File: src/rtl/sincos_cordic_gen_if.sv
// Angle request / Q8.8 cos-sin response handshake bundle for sincos_cordic_gen.
interface sincos_cordic_gen_if #(
    parameter int ANGLE_W = 10
);
    logic [ANGLE_W-1:0] angle_in;
    logic               in_valid;
    logic               in_ready;
    logic signed [15:0] cos_out;
    logic signed [15:0] sin_out;
    logic               out_valid;
    logic               out_ready;

    modport master (
        output angle_in, in_valid, out_ready,
        input  in_ready, cos_out, sin_out, out_valid
    );
    modport slave (
        input  angle_in, in_valid, out_ready,
        output in_ready, cos_out, sin_out, out_valid
    );
endinterface

File: src/rtl/sincos_cordic_gen.sv
// Iterative CORDIC sin/cos generator, binary angle in, clamped Q8.8 cos/sin out.
// Build option SINCOS_ROUND_EN: final scale shift rounds half away from zero instead of truncating.
module sincos_cordic_gen #(
    parameter int ANGLE_W = 10,
    parameter int ITER    = 12,
    parameter int IW      = 20
) (
    input logic                clk_in,
    input logic                rst_n_in,
    sincos_cordic_gen_if.slave bus
);
    localparam int ZW = ANGLE_W + 8;
    localparam int CW = $clog2(ITER + 1);
    localparam int SH = IW - 12;
    localparam logic signed [IW-1:0] K_INIT = IW'($rtoi(0.607253 * (2.0 ** (IW - 4)) + 0.5));
    localparam logic signed [IW-1:0] LIM    = IW'(256);
`ifdef SINCOS_ROUND_EN
    localparam logic signed [IW-1:0] HALF   = IW'(1) <<< (SH - 1);
`endif

    // z counts in 2**(ANGLE_W+8) units per full circle, so one angle LSB = 256 z LSBs
    function automatic logic [ITER-1:0][ZW-1:0] gen_atan();
        logic [ITER-1:0][ZW-1:0] t;
        real rad;
        t = '0;
        for (int i = 0; i < ITER; i++) begin
            case (i)
                0:  rad = 0.7853981633974483;
                1:  rad = 0.4636476090008061;
                2:  rad = 0.24497866312686414;
                3:  rad = 0.12435499454676144;
                4:  rad = 0.06241880999595735;
                5:  rad = 0.031239833430268277;
                6:  rad = 0.015623728620476831;
                7:  rad = 0.007812341060101111;
                8:  rad = 0.0039062301319669718;
                9:  rad = 0.0019531225164788188;
                10: rad = 0.0009765621895593195;
                11: rad = 0.0004882812111948983;
                12: rad = 0.00024414062014936177;
                13: rad = 0.00012207031189367021;
                14: rad = 0.00006103515617420877;
                15: rad = 0.000030517578115526096;
                default: rad = 2.0 ** (-i);
            endcase
            t[i] = ZW'($rtoi(rad / (2.0 * 3.141592653589793) * (2.0 ** ZW) + 0.5));
        end
        return t;
    endfunction

    localparam logic [ITER-1:0][ZW-1:0] ATAN = gen_atan();

    function automatic logic signed [15:0] scale_clamp(input logic signed [IW-1:0] v);
        logic signed [IW-1:0] sc;
`ifdef SINCOS_ROUND_EN
        if (v < 0) sc = -((-v + HALF) >>> SH);
        else       sc = (v + HALF) >>> SH;
`else
        sc = v >>> SH;
`endif
        if (sc > LIM)       sc = LIM;
        else if (sc < -LIM) sc = -LIM;
        return sc[15:0];
    endfunction

    typedef enum logic [1:0] {IDLE, RUN, DONE} state_t;

    state_t               state, state_nxt;
    logic [CW-1:0]        cnt;
    logic [1:0]           quad;
    logic signed [IW-1:0] x, y, xs, ys, x_nxt, y_nxt, c_u, s_u;
    logic signed [ZW-1:0] z, z_nxt, atan_i;
    logic signed [15:0]   cos_q, sin_q;

    always_ff @(posedge clk_in or negedge rst_n_in) begin
        if (!rst_n_in) state <= IDLE;
        else           state <= state_nxt;
    end

    always_comb begin
        state_nxt = state;
        unique case (state)
            IDLE:    if (bus.in_valid) state_nxt = RUN;
            RUN:     if (cnt == CW'(ITER)) state_nxt = DONE;
            DONE:    if (bus.out_ready) state_nxt = IDLE;
            default: state_nxt = IDLE;
        endcase
    end

    always_comb begin
        atan_i = '0;
        for (int i = 0; i < ITER; i++)
            if (cnt == CW'(i)) atan_i = $signed(ATAN[i]);
        xs = x >>> cnt;
        ys = y >>> cnt;
        if (!z[ZW-1]) begin
            x_nxt = x - ys;
            y_nxt = y + xs;
            z_nxt = z - atan_i;
        end else begin
            x_nxt = x + ys;
            y_nxt = y - xs;
            z_nxt = z + atan_i;
        end
    end

    // Rotate the first-quadrant result back out to the quadrant taken from the angle MSBs
    always_comb begin
        c_u = x;
        s_u = y;
        unique case (quad)
            2'd0: begin c_u = x;  s_u = y;  end
            2'd1: begin c_u = -y; s_u = x;  end
            2'd2: begin c_u = -x; s_u = -y; end
            2'd3: begin c_u = y;  s_u = -x; end
            default: ;
        endcase
    end

    always_ff @(posedge clk_in or negedge rst_n_in) begin
        if (!rst_n_in) begin
            cnt   <= '0;
            quad  <= '0;
            x     <= '0;
            y     <= '0;
            z     <= '0;
            cos_q <= '0;
            sin_q <= '0;
        end else begin
            case (state)
                IDLE: if (bus.in_valid) begin
                    quad <= bus.angle_in[ANGLE_W-1 -: 2];
                    x    <= K_INIT;
                    y    <= '0;
                    z    <= {2'b00, bus.angle_in[ANGLE_W-3:0], 8'h00};
                    cnt  <= '0;
                end
                RUN: if (cnt == CW'(ITER)) begin
                    cos_q <= scale_clamp(c_u);
                    sin_q <= scale_clamp(s_u);
                end else begin
                    x   <= x_nxt;
                    y   <= y_nxt;
                    z   <= z_nxt;
                    cnt <= cnt + 1'b1;
                end
                default: ;
            endcase
        end
    end

    assign bus.in_ready  = (state == IDLE);
    assign bus.out_valid = (state == DONE);
    assign bus.cos_out   = cos_q;
    assign bus.sin_out   = sin_q;
endmodule

File: src/flat_wrapper.sv
// flat-port wrapper written by rule: the top's interface ports become plain ports
module sincos_cordic_gen_flat 
#(
    parameter int ANGLE_W = 10,
    parameter int ITER    = 12,
    parameter int IW      = 20
)
  (clk_in, rst_n_in, bus_angle_in, bus_in_valid, bus_out_ready, bus_in_ready, bus_cos_out, bus_sin_out, bus_out_valid);
  sincos_cordic_gen_if #(.ANGLE_W(ANGLE_W)) bus_i ();
  input logic clk_in;
  input logic rst_n_in;
  input wire logic [$bits(bus_i.angle_in)-1:0] bus_angle_in;
  input wire logic [$bits(bus_i.in_valid)-1:0] bus_in_valid;
  input wire logic [$bits(bus_i.out_ready)-1:0] bus_out_ready;
  output wire logic [$bits(bus_i.in_ready)-1:0] bus_in_ready;
  output wire logic [$bits(bus_i.cos_out)-1:0] bus_cos_out;
  output wire logic [$bits(bus_i.sin_out)-1:0] bus_sin_out;
  output wire logic [$bits(bus_i.out_valid)-1:0] bus_out_valid;
  assign bus_i.angle_in = bus_angle_in;
  assign bus_i.in_valid = bus_in_valid;
  assign bus_i.out_ready = bus_out_ready;
  assign bus_in_ready = bus_i.in_ready;
  assign bus_cos_out = bus_i.cos_out;
  assign bus_sin_out = bus_i.sin_out;
  assign bus_out_valid = bus_i.out_valid;
  sincos_cordic_gen #(.ANGLE_W(ANGLE_W), .ITER(ITER), .IW(IW)) u_core (.clk_in(clk_in), .rst_n_in(rst_n_in), .bus(bus_i));
endmodule
File: config.mk
export PLATFORM = sky130hd
export DESIGN_NAME = sincos_cordic_gen_flat
export DESIGN_NICKNAME = d
export VERILOG_FILES = /design/src/rtl/sincos_cordic_gen_if.sv /design/src/rtl/sincos_cordic_gen.sv /design/src/flat_wrapper.sv
export SDC_FILE = /design/constraint.sdc
export NUM_CORES = 1
export LEC_CHECK = 0
export BUFFER_PORTS_ARGS = -buffer_cell sky130_fd_sc_hd__buf_2
export CORE_UTILIZATION = 65
export CTS_CLUSTER_SIZE = 25
export DETAILED_ROUTE_END_ITERATION = 6
export PLACE_DENSITY = 0.87
export SYNTH_ARGS = -nofsm -noshare
export SYNTH_HDL_FRONTEND = slang
export SYNTH_SLANG_ARGS = --single-unit
File: constraint.sdc
create_clock -name clk_in -period 9.9 [get_ports clk_in]
set_input_delay 1.98 -clock clk_in [delete_from_list [all_inputs] [get_ports clk_in]]
set_output_delay 1.98 -clock clk_in [all_outputs]
set_load 0.02 [all_outputs]
---- Yosys cells after proc, flatten, opt, wreduce, memory -nomap -nowiden ----
Cells that the tools add are included.
Widths: inputs -> output; s select.
word-level totals
  register bits ........................... 98
  word-level logic and storage cells ...... 89
  bits in read-only memories .............. 0
  RAM bits ................................ 0
  input bits .............................. 14
  latch bits .............................. 0
  memories kept ........................... 0
  output and inout port bits .............. 34
cells by class
  eq/ne operators ......................... 21
  order comparisons ....................... 4
  muxes and demuxes ....................... 37
  bitwise logic cells ..................... 0
  $add $sub $neg .......................... 9
  $mul .................................... 0
  div/mod/pow operators ................... 0
  shift-type cells ........................ 2
  reduce and logical (&&, ||, !) cells .... 8
operators by type and width
  operator              number
  $mux 16               16
  $pmux 20 s4           2
  $mux 20               6
  $pmux 20 s2           2
  $mux 18               3
  $add 20x20->20        2
  $neg 20->20           2
  $sshr 20x4->20        2
  $sub 20x20->20        2
  $pmux 18 s2           1
  $gt 12x10->1 const B  2
  $lt 12x9->1 const B   2
  $eq 4x4->1 const B    5
  $add 18x17->18        1
  $sub 18x17->18        1
  $eq 4x3->1 const B    4
  $eq 4x2->1 const B    2
  $mux 4                2
  $pmux 4 s2            1
  $eq 2x2->1 const B    3
  $mux 2                3
  $ne 2x2->1 const B    3
  $pmux 2 s3            1
  $reduce_and 3->1      2
  other kinds (8)       11

---- Logic depth before layout (Yosys ltp) ----
Gate-level depths: netlist (run 1).
  word-level depth ........................ 17
  depth in mapped cells ................... 26
  mapped depth without buffers ............ 22

---- Worst setup path after synthesis (run 1) ----
No wires, ideal clock.
  kind .................................... flip-flop to flip-flop
  start point ............................. register u_core.cnt[1]
  end point ............................... register u_core.y[19]
  stages on the path, launching flop included .. 24
  buffers on the path ..................... 3
  data arrival time ....................... 5.347 ns
  required time ........................... 9.831 ns
  setup time .............................. 0.069 ns
  setup slack ............................. 4.484 ns
  period minus slack after synthesis ...... 5.416 ns
  path through ............................ dfrtp_1 buf_4 buf_2 buf_2 mux4_2 mux2_2 mux2_2 inv_1 ha_1 inv_1 or3b_1 nor3_2 nand2b_1 o221a_2 ha_1 nor2b_1 nor2_1 o21ai_0 o21a_1 a21o_1 a21oi_1 or4b_2 a41o_1 nand3_1
on the way
  word-level cells in the longest chain between the ends .. 5
  elaborated cells between the ends (all ways) .. 9
  classes of those cells .................. add/sub (2); eq/ne (2); shift (1); mux (3); reduce/logical (1)
ends and longest elaborated chain
  what                                                     RTL line                                           text
  start, declared                                          sincos_cordic_gen.sv:69                            logic [CW-1:0] cnt;
  start signal, assigned                                   sincos_cordic_gen.sv:145                           cnt <= cnt + 1'b1;
  $sshr 20x4->20                                           sincos_cordic_gen.sv:94                            xs = x >>> cnt;
  $add 20x20->20 / $sub 20x20->20 (equally long branches)  sincos_cordic_gen.sv:98, sincos_cordic_gen.sv:102
  $mux 20                                                  sincos_cordic_gen.sv:96                            if (!z[ZW-1]) begin
  $mux 20                                                  sincos_cordic_gen.sv:138                           RUN: if (cnt == CW'(ITER)) begin
  $pmux 20 s2                                              sincos_cordic_gen.sv:130                           case (state)
  end signal, assigned                                     sincos_cordic_gen.sv:143                           y <= y_nxt;
  end, declared                                            sincos_cordic_gen.sv:71                            logic signed [IW-1:0] x, y, xs, ys, x_nxt, y_nxt, c_u, s_u;
Several ways; a longest one is shown, not always the timed one. The select of a mux whose other input is x is not followed.
A chain may end at the register's enable or synchronous reset.

---- Final worst setup path (run 1) ----
Same ends and word-level chain as after synthesis.

==> metrics.md, run 1 <==
| Metric | Value |
|---|---|
| Kind of end point of the critical path | flip-flop |
| Die area | 17,400 um^2 |
| Crit path DAT | 6.55 ns |
| Final hold vios | 0 |
| First-pass GRT wire length | 49,100 um |
| Placer Congestion | 0.955 |
| Layout cell share with drive strength beyond 1 | 14.0% |
| Mapped Cells | 1,324 |
| Fin Hold WS | 0.472 ns |
| H-tree levels | 3 |
| Worst Max-Slew Pin Slew | 1.16 ns |
| Final wirelength | 29,600 um |
| Yosys top cell area share | 20.5% |
| Required time worst endpoint | 10.13 ns |
| # rows | 47 |
| IO Pins | 48 |
| Clk sinks | 90 |
| Die Ht | 132 um |
| Mean Syn Cell Area | 8.28 um^2 |
| Hold Buf Count CTS | 0 |
| Root Driver | clkbuf_16 |
| Netlist Area Pre-Place | 11,000 um^2 |
| Final TNS setup | 0 ns |
| Leading post-synthesis cells by cell area | dfrtp_1, mux4_2, ha_1 |
| Flops & latches, synth | 90 |
| Fin crit share | 63.8% |
| Vias | 10.4k |
| Num CTS Buffers | 9 |
| Post-synthesis sequential area ratio | 20.5% |
| CTS max path bufs | 2 |
| Area delta synth->final | 3.61% |
| # diodes | 0 |
| Drt first pass iters | 6 |
| Cell Area, Placed | 11,100 um^2 |
| Status | finished, final reports clean |
| Slew Viols, Final | 0 |
| DP HPWL | 20,700 um |
| Number of max-cap violations | 0 |
| Starting DRT DRC Count | 1,304 |
| Clock skew | 0.0117 ns |
| Vias in the first global route | 9,849 |
| Worst-path fanout max | 41 |
| Final instance area | 11,400 um^2 |
| DRT antenna net count | 0 |
| Initial Utilization | 66.3% |
| HP Class | reg -> reg |
| Setup crit start kind | flip-flop |
| Overall routing resource usage | 34.7% |
| Initial antenna violation count | 0 |
| Largest net degree at the start of global routing | 59 |
| RSZ-0062 raised after global routing | no |
| Ys Warns | 0 |
| Largest area contributor in the netlist | dfrtp_1 |
| Peak Freq | 158 MHz |
| Grt ovf | 0 |
| Setup slack after layout | 3.58 ns |
| Worst r2r path cells | 21 |
| Post-CTS resize count | 0 |
| Routed length per instance | 19.6 um |
| DRC errors left | 0 |
| Syn nets | 1,406 |
| Final setup violation count | 0 |
| Post-Place Worst Slack | 3.69 ns |
| Core area | 16,500 um^2 |
| Worst skew pair latency | 0.37 ns |
| Reg-to-reg setup timing slack | 3.58 ns |
| Clock-pin transition on the worst setup and hold timing paths | 0.07 ns |
| Primary FF master, synth | dfrtp_1 |
| Min-Delay Path Depth | 2 |
| Worst R2R End | u_core.y[19] |
| Setup Buffers After CTS | 0 |
| Min-delay src | u_core.bus.cos_out[10] |
| Rel. slew slack | 22.7% |
| Number of flops mapped to enable cells by yosys | 0 |
| RR Startpoint | u_core.cnt[1] |
| Hold EP | u_core.bus.cos_out[10] |
| NumNets Final | 1,364 |
| Kind of critical path | reg -> reg |
| Post-route minimum period | 6.32 ns |
| Post-synth cell types | 81 |
| Vias/cell | 6.91 |
| Synth async-reset ratio | 100% |
| Die X | 132 um |
| IO buf count | 47 |
| CTS tree | yes |
## cell type report
cell class | instances | area (um^2)
multi-input cells | 1071 | 8010
clock buffers | 10 | 239
repair buffers | 62 | 350
flip-flops and latches | 90 | 2250
inverters | 48 | 180
well taps | 220 | 275
clock inverters | 6 | 47.5
fillers | 1290 | 5170
## cells in the final DEF (no fill, tap or decap), types with 23 or more instances in the layout
cell type    n
xor2_1      56
nand2_1    106
nor3_1      29
nand3_1     58
mux2i_1     26
xnor2_1     57
inv_1       48
buf_2       46
a31oi_1     23
o21ai_0    107
ha_1        65
mux4_2      56
a21oi_1    109
nor2_1      96
dfrtp_1     88
## per-layer routing
metal	track usage [%]	up-vias	wire length (um)
met5	0	-	0
met4	18.7	0	1260
met3	7.57	124	3380
met2	54.4	652	13400
met1	44.9	4859	11500
li1	-	4781	-
## worst max-delay path by stage
stage                  startpoint      endpoint  slack [ns]  depth (start not counted)
detailed placement  u_core.cnt[1]  u_core.y[19]        3.69                         22
CTS                 u_core.cnt[1]  u_core.y[19]        3.69                         22
global route        u_core.cnt[1]  u_core.y[19]        3.21                         21
floorplan           u_core.cnt[1]  u_core.y[19]        4.48                         23
global placement    u_core.cnt[1]  u_core.y[19]        3.99                         21
finish              u_core.cnt[1]  u_core.y[19]        3.58                         21
## through the flow
stage	utilization, %	cells
2_1_floorplan	-	1324
3_3_place_gp	67.0	1491
3_5_place_dp	67.0	1491
4_1_cts	68.7	1507
5_1_grt	68.7	1507
6_report	68.7	1507
## cells in the mapped netlist, types with 4 or more instances
cell and count:
a21oi_1 110, nand2_1 107, o21ai_0 107, nor2_1 96, dfrtp_1 90, clkbuf_1 71
ha_1 65, nand3_1 58, xnor2_1 57, mux4_2 56, xor2_1 56, inv_1 48
nor3_1 29, mux2i_1 26, a31oi_1 23, a22o_1 17, nand2b_1 17, o31ai_1 17
buf_1 16, or3_1 15, mux2_2 14, nor2b_1 13, or4_1 13, a211oi_1 12
and2_1 12, buf_2 12, a21o_1 11, buf_4 11, o41ai_1 11, o21a_1 10
and3_1 9, o211ai_1 9, o21bai_1 7, nor4_1 6, o21ai_1 6, or2_2 6
buf_6 5, nand4_1 5, a211o_1 4, a21boi_0 4, a32o_1 4, o22ai_1 4
## state kept, by name, indices dropped and copies added, names as in the netlist
register and count:
u_core.bus.sin_out 12, u_core.quad 2, u_core.y 20, u_core.bus.cos_out 12, u_core.state 2, u_core.cnt 4
u_core.z 18, u_core.x 20
## worst max-delay path, stage by stage, from the launching register on
cell and delay, ns:
dfrtp_2 0.70, buf_4 0.60, mux4_2 0.56, and2_1 0.18, o31ai_1 0.40, nand3_1 0.22
nor2b_1 0.20, or3b_1 0.46, nor3_2 0.27, nand2b_1 0.11, a21oi_1 0.17, o221a_2 0.21
ha_1 0.27, nor2b_1 0.17, nor2_1 0.11, nand2_1 0.08, o21a_1 0.23, a21o_1 0.19
a21oi_1 0.39, nor2b_1 0.11, o41ai_1 0.43, nand3_1 0.12
## kinds of logic after synthesis
family,after synthesis,synth area share [%]
adder cells (fa/ha/maj),68,7.97
AO/OA/AOI/OAI,386,22.1
XOR/XNOR,114,9.18
buffers and inverters,163,6.44
flip-flops,90,20.5
AND/OR/NAND/NOR,407,18.4
multiplexers,96,15.3
Power of run 1 is left out: the tool's default activity adds up to more than one toggle a clock period on the data nets, which glitch-free logic cannot reach.
==> run 2, diff against run 1 <==
--- a/config.mk
+++ b/config.mk
@@ -6,10 +6,10 @@
 export NUM_CORES = 1
 export LEC_CHECK = 0
 export BUFFER_PORTS_ARGS = -buffer_cell sky130_fd_sc_hd__buf_2
-export CORE_UTILIZATION = 65
+export CORE_UTILIZATION = 64
 export CTS_CLUSTER_SIZE = 25
 export DETAILED_ROUTE_END_ITERATION = 6
-export PLACE_DENSITY = 0.87
+export PLACE_DENSITY = 0.86
 export SYNTH_ARGS = -nofsm -noshare
 export SYNTH_HDL_FRONTEND = slang
 export SYNTH_SLANG_ARGS = --single-unit
==> constraint.sdc (replaced) <==
create_clock -name clk_in -period 5.85 [get_ports clk_in]
set_input_delay 1.17 -clock clk_in [delete_from_list [all_inputs] [get_ports clk_in]]
set_output_delay 1.17 -clock clk_in [all_outputs]
set_load 0.02 [all_outputs]
==> run 2 against run 1 <==
Effect of this change:
- non-clock buffer count up 27
- count of clock-buffer cells in the layout decreased by 1
- fmax rose by 16%
- final area rose by 2.1%
- die area increased by 1.5%
- first-iteration DRC count shrank 15%
- cell count up 1.9%
- global-route usage rose by 0.90 points
- utilization is 0.96 points higher
- sequential share of layout area decreased by 0.37 points
==> metrics.md, run 2 (synthesis results as in run 1) <==
| Metric | Value |
|---|---|
| Fin crit share | 93.0% (was 63.8%) |
| Initial Utilization | 65.9% (was 66.3%) |
| CTS max path bufs | 2 (unchanged) |
| H-tree levels | 3 (unchanged) |
| Final wirelength | 31,000 um (was 29,600 um) |
| Rel. slew slack | 11.4% (was 22.7%) |
| Vias/cell | 6.96 (was 6.91) |
| DRT antenna net count | 0 (unchanged) |
| Clock-pin transition on the worst setup and hold timing paths | 0.07 ns (about the same) |
| IO buf count | 47 (unchanged) |
| Hold Buf Count CTS | 0 (unchanged) |
| Vias in the first global route | 9,910 (was 9,849) |
| Area delta synth->final | 5.80% (was 3.61%) |
| GR Util met3 | 8.28% (was 7.57%) |
| Final TNS setup | 0 ns (unchanged) |
| Met2 Use GR | 57.2% (was 54.4%) |
| Kind of critical path | reg -> reg (unchanged) |
| M1 GR Usage | 44.3% (was 44.9%) |
| Status | finished, final reports clean (unchanged) |
| Most common cell after layout, fill and taps aside | a21oi_1 (unchanged) |
| Setup crit start kind | flip-flop (unchanged) |
| Busiest metal layer after global routing | met2 (unchanged) |
| Slew Viols, Final | 0 (unchanged) |
| CTS tree | yes (unchanged) |
| Placer Congestion | 1.00 (was 0.955) |
| HP Class | reg -> reg (unchanged) |
| Final hold vios | 0 (unchanged) |
| Starting DRT DRC Count | 1,109 (was 1,304) |
| # rows | 47 (unchanged) |
| Biggest cell delay along the critical path | 0.60 ns (was 0.70 ns) |
| Most frequent cells in the layout | a21oi_1, o21ai_0, nand2_1 (unchanged) |
| WP buf/inv | 1 (unchanged) |
| RSZ-0062 raised after global routing | no (unchanged) |
| Slowest stage cell, crit path | dfrtp_4 (was dfrtp_2) |
| Root Driver | clkbuf_16 (unchanged) |
| Overall routing resource usage | 35.6% (was 34.7%) |
| Die area | 17,700 um^2 (was 17,400 um^2) |
| Cells along the critical path | buf_4 > mux4_2 > mux4_2 > a211oi_1 > nor2b_1 > and2_1 > a21oi_1 > xnor2_1 > ha_1 > a21oi_1 > o21ai_0 > a21oi_1 > o21ai_0 > a41oi_2 > a21oi_1 > a211oi_1 > xnor2_1 > or3_1 > o21ai_0 (was buf_4 > mux4_2 > and2_1 > o31ai_1 > nand3_1 > nor2b_1 > or3b_1 > nor3_2 > nand2b_1 > a21oi_1 > o221a_2 > ha_1 > nor2b_1 > nor2_1 > nand2_1 > o21a_1 > a21o_1 > a21oi_1 > nor2b_1 > o41ai_1 > nand3_1) |
| Clk sinks | 90 (unchanged) |
| Post-route minimum period | 5.44 ns (was 6.32 ns) |
| Die X | 133 um (was 132 um) |
| Peak Freq | 184 MHz (was 158 MHz) |
| Core area | 16,600 um^2 (was 16,500 um^2) |
| Worst Max-Slew Pin Slew | 1.33 ns (was 1.16 ns) |
| Number of max-cap violations | 0 (unchanged) |
| Clock skew | 0.0110 ns (was 0.0117 ns) |
| Routed length per instance | 20.2 um (was 19.6 um) |
| IO Pins | 48 (unchanged) |
| Layout cell share with drive strength beyond 1 | 16.0% (was 14.0%) |
| Crit path DAT | 5.73 ns (was 6.55 ns) |
| Initial antenna violation count | 1 (was 0) |
| Kind of end point of the critical path | flip-flop (unchanged) |
| First-pass GRT wire length | 50,400 um (was 49,100 um) |
| Worst-path fanout max | 18 (was 41) |
| Num CTS Buffers | 9 (unchanged) |
| Final setup violation count | 0 (unchanged) |
| Worst skew pair latency | 0.37 ns (about the same) |
| Grt ovf | 0 (unchanged) |
| Die Ht | 133 um (was 132 um) |
| Required time worst endpoint | 6.13 ns (was 10.13 ns) |
| Vias | 10.7k (was 10.4k) |
| DP HPWL | 22,300 um (was 20,700 um) |
| Largest net degree at the start of global routing | 55 (was 59) |
| Critical Path Most Common Cell | a21oi_1 (was nor2b_1) |
| Top flop regs | u_core.x x20, u_core.y x20, u_core.z x18 (unchanged) |
| DRC errors left | 0 (unchanged) |
| Critical path's top delay family | compound AO/OA/AOI/OAI gates (was simple AND/OR/NAND/NOR gates) |
| NumNets Final | 1,391 (was 1,364) |
| Drt first pass iters | 7 (was 6) |
==> run 2: cell types whose count changed in the layout (fill, tap and decap cells not counted), moves of 2 or more <==
cell and change:
inv_8 +2, dfrtp_4 +2, clkinvlp_4 +2, buf_4 +26, dfrtp_2 -2
==> run 2: repair_timing <==
action / 4_1_cts / 5_1_grt
setup buffers: 0 / 1
setup endpoints to repair: 0 / 4
gates resized for setup: 0 / 6
endpoints found under the hold margin: 0 / 0
==> run 2: layout make-up <==
type	instances	area [um^2]
Antenna cell	1	2.50
Multi-Input combinational cell	1071	8020
Inverter	48	184
Fill cell	1300	5040
Sequential cell	90	2260
Clock inverter	7	71.3
Timing Repair Buffer	89	557
Clock buffer	9	225
Tap cell	220	275
==> run 2: path summary, 6_finish.rpt <==
kind,start,end,slack [ns],depth (start not counted)
setup / recovery,u_core.cnt[1],u_core.x[19],0.41,19
hold / removal,u_core.bus.sin_out[10],u_core.bus.sin_out[10],0.48,2
max in group asynchronous,rst_n_in,u_core.y[0],3.99,2
setup reg to reg,u_core.cnt[1],u_core.x[19],0.41,19
min in group asynchronous,rst_n_in,u_core.z[8],0.77,1
hold reg to reg,u_core.bus.sin_out[10],u_core.bus.sin_out[10],0.48,2
==> run 2: worst register-to-register path, delay by kind of cell (launching register included) <==
family | cells | cell delay, ns
AO/OA/AOI/OAI | 10 | 1.97
flip-flops | 1 | 0.60
multiplexers | 2 | 1.09
XOR/XNOR | 2 | 0.27
buffers and inverters | 1 | 0.35
adder cells (fa/ha/maj) | 1 | 0.37
AND/OR/NAND/NOR | 3 | 0.72
==> run 2: metal layers <==
metal	share of wire, %	vias up
met1	39	4994
met4	4.7	0
met3	11	162
met5	0	-
li1	-	4852
met2	46	673
==> run 2: stage by stage <==
stage	std cells	utilization, %	cell area [um^2]	setup WS [ns]	hold slack [ns]
after floorplan	1324	-	11000	0.434	0.456
after global placement	1517	67.7	11300	0.379	0.460
after detailed placement	1517	67.7	11300	0.256	0.468
after CTS	1533	69.5	11600	0.207	0.485
after global routing	1534	69.7	11600	0.0163	0.514
final	1535	69.7	11600	0.407	0.481
Power of run 2 is left out for the same reason.
==> run 3, diff against run 2 <==
==> constraint.sdc (replaced) <==
create_clock -name clk_in -period 5.18 [get_ports clk_in]
set_input_delay 1.036 -clock clk_in [delete_from_list [all_inputs] [get_ports clk_in]]
set_output_delay 1.036 -clock clk_in [all_outputs]
set_load 0.02 [all_outputs]
==> run 3 against run 2 <==
Effect of this change:
- fmax is 6.8% higher
- worst setup slack got worse by 0.32 ns
- hold slack got worse by 0.0075 ns
- global-route usage up 1.3 points
- largest cell class unchanged
==> metrics.md, run 3 (synthesis results as in run 1) <==
| Metric | Value |
|---|---|
| # rows | 47 (unchanged) |
| Fin Hold WS | 0.473 ns (was 0.481 ns) |
| Initial Utilization | 65.9% (unchanged) |
| Fin crit share | 98.4% (was 93.0%) |
| Routed length per instance | 20.7 um (was 20.2 um) |
| Peak Freq | 196 MHz (was 184 MHz) |
| NumNets Final | 1,444 (was 1,391) |
| Slew Viols, Final | 0 (unchanged) |
| First-pass GRT wire length | 52,100 um (was 50,400 um) |
| Die X | 133 um (unchanged) |
| Final wirelength | 32,900 um (was 31,000 um) |
| Top flop regs | u_core.x x20, u_core.y x20, u_core.z x18 (unchanged) |
| Final hold vios | 0 (unchanged) |
| Layout cell share with drive strength beyond 1 | 20.9% (was 16.0%) |
| DRC errors left | 0 (unchanged) |
| IO Pins | 48 (unchanged) |
| Rel. slew slack | 34.5% (was 11.4%) |
| H-tree levels | 3 (unchanged) |
| Biggest cell delay along the critical path | 0.62 ns (was 0.60 ns) |
| CTS max path bufs | 2 (unchanged) |
| Post-Place Worst Slack | -0.0174 ns (was 0.256 ns) |
| Overall routing resource usage | 36.9% (was 35.6%) |
| # diodes | 0 (was 1) |
| Largest net degree at the start of global routing | 47 (was 55) |
| Hold Buf Count CTS | 0 (unchanged) |
| Post-route minimum period | 5.10 ns (was 5.44 ns) |
| Clock-pin transition on the worst setup and hold timing paths | 0.07 ns (about the same) |
| Setup crit start kind | flip-flop (unchanged) |
| Vias | 11.0k (was 10.7k) |
| Worst Max-Slew Pin Slew | 0.983 ns (was 1.33 ns) |
| Root Driver | clkbuf_16 (unchanged) |
| DP HPWL | 24,000 um (was 22,300 um) |
| Die Ht | 133 um (unchanged) |
| CTS tree | yes (unchanged) |
| Cells along the critical path | buf_12 > mux4_2 > buf_4 > mux2_2 > o21ai_0 > and2_1 > nand3_2 > nor3b_2 > nor2_1 > xor2_1 > ha_1 > a21oi_1 > nor2b_2 > nor2_2 > o21ai_1 > o21a_1 > a21o_1 > a21oi_2 > or4b_2 > a41o_1 > nand3_1 (was buf_4 > mux4_2 > mux4_2 > a211oi_1 > nor2b_1 > and2_1 > a21oi_1 > xnor2_1 > ha_1 > a21oi_1 > o21ai_0 > a21oi_1 > o21ai_0 > a41oi_2 > a21oi_1 > a211oi_1 > xnor2_1 > or3_1 > o21ai_0) |
| Worst skew pair latency | 0.36 ns (was 0.37 ns) |
| IO buf count | 47 (unchanged) |
| Worst-path fanout max | 16 (was 18) |
| Number of max-cap violations | 0 (unchanged) |
| Drt first pass iters | 7 (unchanged) |
| Clk sinks | 90 (unchanged) |
| Placer Congestion | 1.01 (was 1.00) |
| Fillcell total | 1,235 (was 1,300) |
| Final TNS setup | 0 ns (unchanged) |
| Final setup violation count | 0 (unchanged) |
| Most common cell after layout, fill and taps aside | a21oi_1 (unchanged) |
| HP Class | reg -> reg (unchanged) |
| Crit path DAT | 5.39 ns (was 5.73 ns) |
| Critical path's top delay family | simple AND/OR/NAND/NOR gates (was compound AO/OA/AOI/OAI gates) |
| Grt ovf | 0 (unchanged) |
| Die area | 17,700 um^2 (unchanged) |
| Slowest stage cell, crit path | or4b_2 (was dfrtp_4) |
| Starting DRT DRC Count | 1,434 (was 1,109) |
| Setup slack after layout | 0.0828 ns (was 0.407 ns) |
| Most frequent cells in the layout | a21oi_1, nand2_1, o21ai_0 (was a21oi_1, o21ai_0, nand2_1) |
| Core area | 16,600 um^2 (unchanged) |
| Num CTS Buffers | 9 (unchanged) |
| Area delta synth->final | 11.0% (was 5.80%) |
| Required time worst endpoint | 5.47 ns (was 6.13 ns) |
| Status | finished, final reports clean (unchanged) |
| Vias/cell | 6.90 (was 6.96) |
| Layout Utilization | 73.1% (was 69.7%) |
| Kind of critical path | reg -> reg (unchanged) |
| Clock skew | 0.00958 ns (was 0.0110 ns) |
| WP buf/inv | 2 (was 1) |
| DRT antenna net count | 0 (unchanged) |
| Initial antenna violation count | 1 (unchanged) |
| Kind of end point of the critical path | flip-flop (unchanged) |
| Vias in the first global route | 10.1k (was 9,910) |
-- run 3: repair_timing --
action                                  in CTS  in global routing
pin swaps                                    0                 17
endpoints found under the setup margin       1                 11
setup buffers                                3                  7
gates cloned                                 0                  1
gates resized for setup                      0                 37
-- run 3: worst min-delay path, delay by kind of cell, from the launching register on --
family          cells  cell delay (ns)
flops               1             0.34
compound gates      1             0.06
simple gates        1             0.04
-- run 3: final timing paths --
| check | cells after the start | from | slack (ns) | to |
|---|---|---|---|---|
| worst max-delay path | 21 | u_core.cnt[1] | 0.08 | u_core.y[19] |
| worst min-delay path | 2 | u_core.bus.cos_out[9] | 0.47 | u_core.bus.cos_out[9] |
| worst max register to register | 21 | u_core.cnt[1] | 0.08 | u_core.y[19] |
| worst min register to register | 2 | u_core.bus.cos_out[9] | 0.47 | u_core.bus.cos_out[9] |
| max in group asynchronous | 2 | rst_n_in | 3.46 | u_core.x[1] |
| min in group asynchronous | 1 | rst_n_in | 0.69 | u_core.z[10] |
-- run 3: per-stage QoR --
stage / instances / instance area (um^2)
final: 1587 / 12200
after global routing: 1587 / 12200
after CTS: 1579 / 11900
after detailed placement: 1560 / 11600
after global placement: 1560 / 11600
after floorplan: 1324 / 11000
-- run 3: layer usage --
| metal | wire, um | up-vias | GRT usage, % |
|---|---|---|---|
| li1 | - | 4951 | - |
| met1 | 12700 | 5178 | 46.9 |
| met2 | 15300 | 684 | 59.7 |
| met3 | 3520 | 138 | 8.47 |
| met4 | 1380 | 0 | 16.7 |
| met5 | 0 | - | 0 |
-- run 3: final cells by class --
class                           instances  area [um^2]  area share [%]
Multi-Input combinational cell       1071         8150            67.0
Clock inverter                          6         65.1           0.535
Sequential cell                        90         2260            18.6
Timing Repair Buffer                  142         1000            8.24
Tap cell                              220          275            2.26
Inverter                               48          180            1.48
Clock buffer                           10          239            1.96
Power of run 3 is left out for the same reason.
